$ cat src/rtl/mem_arbiter.sv
// rtl/mem_arbiter.sv - two-requester (fetch/data) arbiter in front of a single-ported memory
// Data requests normally win; a starve counter forces a fetch grant after STARVE_MAX denials.
module mem_arbiter #(
    parameter int unsigned WAIT_CYCLES = 1,
    parameter int unsigned STARVE_MAX  = 4
) (
    input  logic        clk,
    input  logic        reset,

    input  logic        if_req,
    input  logic [31:0] if_addr,
    output logic        if_gnt,
    output logic        if_valid,
    output logic [31:0] if_rdata,

    input  logic        dm_req,
    input  logic        dm_we,
    input  logic [31:0] dm_addr,
    input  logic [31:0] dm_wdata,
    output logic        dm_gnt,
    output logic        dm_valid,
    output logic [31:0] dm_rdata,

    output logic        mem_en,
    output logic        mem_we,
    output logic [31:0] mem_addr,
    output logic [31:0] mem_wdata,
    input  logic [31:0] mem_rdata
);

    typedef enum logic [1:0] {
        IDLE   = 2'd0,
        IF_ACC = 2'd1,
        DM_ACC = 2'd2
    } state_t;

    localparam logic [3:0] LAST_WAIT  = 4'(WAIT_CYCLES - 1);
    localparam logic [3:0] STARVE_LIM = 4'(STARVE_MAX);

    state_t      state;
    state_t      nextState;
    logic [3:0]  waitCnt;
    logic [3:0]  starveCnt;
    logic [31:0] latAddr;
    logic [31:0] latWdata;
    logic        latWe;
    logic        ifValidQ;
    logic        dmValidQ;
    logic [31:0] ifRdataQ;
    logic [31:0] dmRdataQ;

    logic        accDone;
    logic        fetchStarved;
    logic        pickDm;
    logic        pickIf;

    // Arbitration only happens in IDLE; requests seen during an access are ignored.
    assign accDone      = (state != IDLE) && (waitCnt == LAST_WAIT);
    assign fetchStarved = (starveCnt == STARVE_LIM) && if_req;
    assign pickDm       = (state == IDLE) && dm_req && !fetchStarved;
    assign pickIf       = (state == IDLE) && if_req && !pickDm;

    always_ff @(posedge clk or negedge reset) begin
        if (!reset) begin
            state <= IDLE;
        end else begin
            state <= nextState;
        end
    end

    always_comb begin
        nextState = state;
        case (state)
            IDLE: begin
                if (pickDm) begin
                    nextState = DM_ACC;
                end else if (pickIf) begin
                    nextState = IF_ACC;
                end
            end
            IF_ACC, DM_ACC: begin
                if (accDone) begin
                    nextState = IDLE;
                end
            end
            default: nextState = IDLE;
        endcase
    end

    always_comb begin
        if_gnt    = 1'b0;
        dm_gnt    = 1'b0;
        mem_en    = 1'b0;
        mem_we    = 1'b0;
        mem_addr  = 32'd0;
        mem_wdata = 32'd0;
        case (state)
            IF_ACC: begin
                if_gnt   = (waitCnt == 4'd0);
                mem_en   = 1'b1;
                mem_addr = latAddr;
            end
            DM_ACC: begin
                dm_gnt    = (waitCnt == 4'd0);
                mem_en    = 1'b1;
                mem_we    = latWe;
                mem_addr  = latAddr;
                mem_wdata = latWdata;
            end
            default: ;
        endcase
    end

    always_ff @(posedge clk or negedge reset) begin
        if (!reset) begin
            waitCnt <= 4'd0;
        end else if (state == IDLE || accDone) begin
            waitCnt <= 4'd0;
        end else begin
            waitCnt <= waitCnt + 4'd1;
        end
    end

    // Winner's request is captured on the grant edge so requesters may change freely afterwards.
    always_ff @(posedge clk or negedge reset) begin
        if (!reset) begin
            latAddr  <= 32'd0;
            latWdata <= 32'd0;
            latWe    <= 1'b0;
        end else if (pickDm) begin
            latAddr  <= dm_addr;
            latWdata <= dm_wdata;
            latWe    <= dm_we;
        end else if (pickIf) begin
            latAddr  <= if_addr;
            latWdata <= 32'd0;
            latWe    <= 1'b0;
        end
    end

    always_ff @(posedge clk or negedge reset) begin
        if (!reset) begin
            starveCnt <= 4'd0;
        end else if (pickIf) begin
            starveCnt <= 4'd0;
        end else if (pickDm && if_req && (starveCnt < STARVE_LIM)) begin
            starveCnt <= starveCnt + 4'd1;
        end
    end

    always_ff @(posedge clk or negedge reset) begin
        if (!reset) begin
            ifValidQ <= 1'b0;
            dmValidQ <= 1'b0;
            ifRdataQ <= 32'd0;
            dmRdataQ <= 32'd0;
        end else begin
            ifValidQ <= accDone && (state == IF_ACC);
            dmValidQ <= accDone && (state == DM_ACC);
            if (accDone && (state == IF_ACC)) begin
                ifRdataQ <= mem_rdata;
            end
            // Stores leave the last load value intact.
            if (accDone && (state == DM_ACC) && !latWe) begin
                dmRdataQ <= mem_rdata;
            end
        end
    end

    assign if_valid = ifValidQ;
    assign dm_valid = dmValidQ;
    assign if_rdata = ifRdataQ;
    assign dm_rdata = dmRdataQ;

endmodule
$ cat config.mk
export PLATFORM = sky130hd
export DESIGN_NAME = mem_arbiter
export DESIGN_NICKNAME = d
export VERILOG_FILES = /design/src/rtl/mem_arbiter.sv
export SDC_FILE = /design/constraint.sdc
export NUM_CORES = 1
export LEC_CHECK = 0
export BUFFER_PORTS_ARGS = -buffer_cell sky130_fd_sc_hd__buf_2
export CAP_MARGIN = 20
export CORE_ASPECT_RATIO = 0.5
export CORE_MARGIN = 5
export CORE_UTILIZATION = 43
export CTS_CLUSTER_SIZE = 20
export DETAILED_ROUTE_END_ITERATION = 10
export GPL_TIMING_DRIVEN = 0
export PLACE_DENSITY = 0.74
export SLEW_MARGIN = 20
export SYNTH_ARGS = -nofsm -noshare
export SYNTH_HDL_FRONTEND = slang
export SYNTH_SLANG_ARGS = --single-unit
$ cat constraint.sdc
create_clock -name clk -period 1.6 [get_ports clk]
set_input_delay 0.32 -clock clk [delete_from_list [all_inputs] [get_ports clk]]
set_output_delay 0.32 -clock clk [all_outputs]
set_load 0.1 [all_outputs]
==> run_results.csv <==
group,metric,value,unit
outcome,status,"finished with violations",
outcome,violations,"negative setup slack",
critical_path,crit_required,1.28,ns
final_layout,nNetsFinal,1047,
clock_network,cts_tree,"yes",
sta,fin_crit,2.201,ns
critical_path,critical-path-slowest-cell,"dfrtp_1",
logic_synthesis,synth-compound-area-share,6.050,%
sta,setup_slack,-0.6010,ns
place,io_buffers,266,
grt,gr-total-overflow,0,
logic_synthesis,synth.most_common_cell,"dfrtp_1",
logic_synthesis,synth-warning-count,0,
detailed_routing,drc_errors,0,
logic_synthesis,yosys_most_used_dff,"dfrtp_1",
logic_synthesis,netlist_area,0.006266,mm^2
critical_path,start_kind,"flop",
sta,worst_pin_slew,0.7098,ns
logic_synthesis,postSynthCellCount,553,
sta,layout_worst_path_cycle_share,137.6,%
critical_path,critPathMaxStageDelay,0.43,ns
logic_synthesis,synth_mux_area_share,16.61,%
logic_synthesis,syn_nets,693,
clock_network,clk_latency,0.43,ns
logic_synthesis,synth_top_family_by_area,"multiplexers",
detailed_routing,drtIter0Drc,501,
clock_network,htree_levels,4,
logic_synthesis,yosysTopAreaCell,"dfrtp_1",
critical_path,r2r_cells,8,
logic_synthesis,synth-edff-count,0,
floorplanning,dieArea,0.01723,mm^2
grt,antenna_found_initial,2,
place,dpl.hpwl,12430,um
critical_path,worst-path-buf-inv,4,
floorplanning,die_y,95.36,um
logic_synthesis,synth_area_leaders,"dfrtp_1 (56%), mux2_2 (12%), and2_1 (6.9%), nand2_1 (6.1%), o21ai_0 (5.5%)",
grt,track_usage,24.75,%
grt,grt_pass1_wl,33550,um
detailed_routing,finalWirelength,27530,um
floorplanning,core_area,0.01435,mm^2
min_path,worstHoldPathCells,3,
critical_path,cp_num_cells,6,
detailed_routing,dr.pass1.iters,5,
final_layout,fin_util,81.32,%
critical_path,path_cells,"inv_2, ha_4, clkbuf_16, clkbuf_16, and2_4, buf_12",
sta,slew_viol_final,0,
sta,slew_headroom,52.18,%
critical_path,crit_family,"buffers and inverters",
clock_network,cts.path.max_buffers,2,
logic_synthesis,synth_seq_cells,141,
place,gp_congestion,0.7755,
logic_synthesis,avgSynthCellArea,11.33,um^2
sta,rsz0062_at_grt,"yes",
sta,finalHoldViolCount,0,
logic_synthesis,synth_cell_types,34,
min_path,hold_class,"in -> reg",
critical_path,path_class,"reg -> out",
clock_network,clock-root-buffer,"clkbuf_16",
floorplanning,die_x,180.7,um
clock_network,clkTransAtPathRegs,0.07,ns
logic_synthesis,synth-simple-area-share,15.44,%
grt,grt_pass1_vias,6315,
critical_path,critPathArrivalTime,1.88,ns
sta,setup_viol,205,
logic_synthesis,yosys-top-cells-count,"dfrtp_1 (141), nand2_1 (101), and2_1 (69), o21ai_0 (69), mux2_2 (64)",
detailed_routing,drtAntennaViolNets,0,
sta,finalClockSkew,0.005797,ns
critical_path,critPathMostFrequentCell,"clkbuf_16",
logic_synthesis,synth_async_sr_flop_share,100.0,%
clock_network,cts.sinks,141,
detailed_routing,vias_per_cell,5.631,
sta,max_freq,454.3,MHz
floorplanning,io_pins,267,
logic_synthesis,synth-seq-area-share,56.31,%
floorplanning,start_util,43.66,%
sta,setup-tns-final,-81.37,ns
detailed_routing,vias,6312,
logic_synthesis,synth_top_area_share,56.31,%
floorplanning,row_count,31,
clock_network,numCtsBuffers,17,
critical_path,r2r_slack,-0.49,ns
job,max_cap_violations,0,
detailed_routing,post_drt_wl_per_cell,24.56,um
critical_path,worstPathMaxFanout,10,
critical_path,crit_path_end_kind,"output port",
logic_synthesis,synth_fa_ha_area_share,1.398,%
final_layout,synthToLayoutAreaGrowth,86.24,%
grt,grt_max_degree,83,
logic_synthesis,synth-xor-area-share,0.2796,%
final_layout,drive_above_1_share,70.87,%
[through the flow]
step	hold WS (ns)	area, um^2	cells	setup WS, ns
floorplan	0.02441	6487	553	-0.2718
global placement	0.4774	8066	1017	-1.759
detailed placement	0.2947	8104	1018	-0.4487
CTS	0.09326	10790	1100	-0.4854
global route	0.1035	11670	1120	-0.6033
finish	0.09073	11670	1121	-0.6010
[path summary, 6_finish.rpt]
path	from	end
worst min-delay path	dm_addr[20]	latAddr[20]
max in group asynchronous	reset	if_rdata[5]
worst min register to register	dm_rdata[11]	dm_rdata[11]
worst max-delay path	state[1]	mem_addr[24]
worst max register to register	state[1]	dm_rdata[15]
min in group asynchronous	reset	latAddr[21]
[final cells by class]
class,count,area [um^2]
antenna,3,7.507
buffer,33,556.8
clock buffer,18,429.2
clock inverter,14,125.1
fill,693,2681
inverter,7,26.28
multi-input combinational,370,3373
sequential,141,3528
tap,198,247.7
timing repair buffer,337,3376
[placed cells by master, fill, tap and decap left out, types with 2 or more instances in the layout]
master,Yosys,layout
nand3_1,2,2
nor3_1,2,2
buf_2,9,197
clkinvlp_4,0,4
and2_4,0,69
inv_2,0,4
o21ai_2,0,39
inv_8,0,3
buf_6,4,26
nor2b_1,3,2
buf_8,0,25
dfrtp_1,141,141
mux2_4,0,16
nor2_1,3,2
buf_12,0,76
o21ai_4,0,3
o21ai_1,0,26
inv_6,0,5
nor4b_4,1,2
mux2i_4,0,2
nand2_1,101,50
buf_4,3,20
ha_1,7,3
nand2_2,1,22
clkinv_4,0,2
inv_1,7,3
ha_4,0,4
nand2_4,1,29
mux2_2,64,48
diode_2,0,3
nand2_8,0,3
buf_16,0,8
mux2i_1,32,27
mux2i_2,0,3
clkbuf_16,0,31
[state kept, by name (all words and copies together) (netlist names)]
signal,count
dm_rdata,32
if_rdata,32
latAddr,32
latWdata,32
starveCnt,4
waitCnt,4
state,2
dm_valid,1
if_valid,1
latWe,1
[what timing repair did]
action | in CTS | in global routing
resized for setup | 418 | 239
endpoints found under the hold margin | 59 | 0
buffers inserted | 35 | 19
pin swaps | 28 | 58
setup endpoints to repair | 202 | 204
hold buffers | 1 | 0
gates cloned | 15 | 7
[tightest hold or removal path: stages]
cell and delay [ns]:
buf_2 0.07, nand2_1 0.05, o21ai_2 0.05
[routing by layer]
layer	up-vias	GRT usage (%)	routed length, um	share of wire, %
met5	-	0	0	0
met4	0	10.44	1707	6.2
met3	156	5.183	2138	7.8
met2	455	46.92	13790	50
met1	3123	27.53	9889	36
li1	2578	-	-	-
[logic make-up after synthesis]
family                     count (synthesis)
and+or+nand+nor                          190
DFF                                      141
muxes                                     96
AOI/OAI and AO/OA                         74
buffers and inverters                     43
adders and majority gates                  7
xor gates and xnor gates                   2
Power is not shown: default switching activity piles up to over one toggle a cycle in this logic, so the estimate is an artifact.
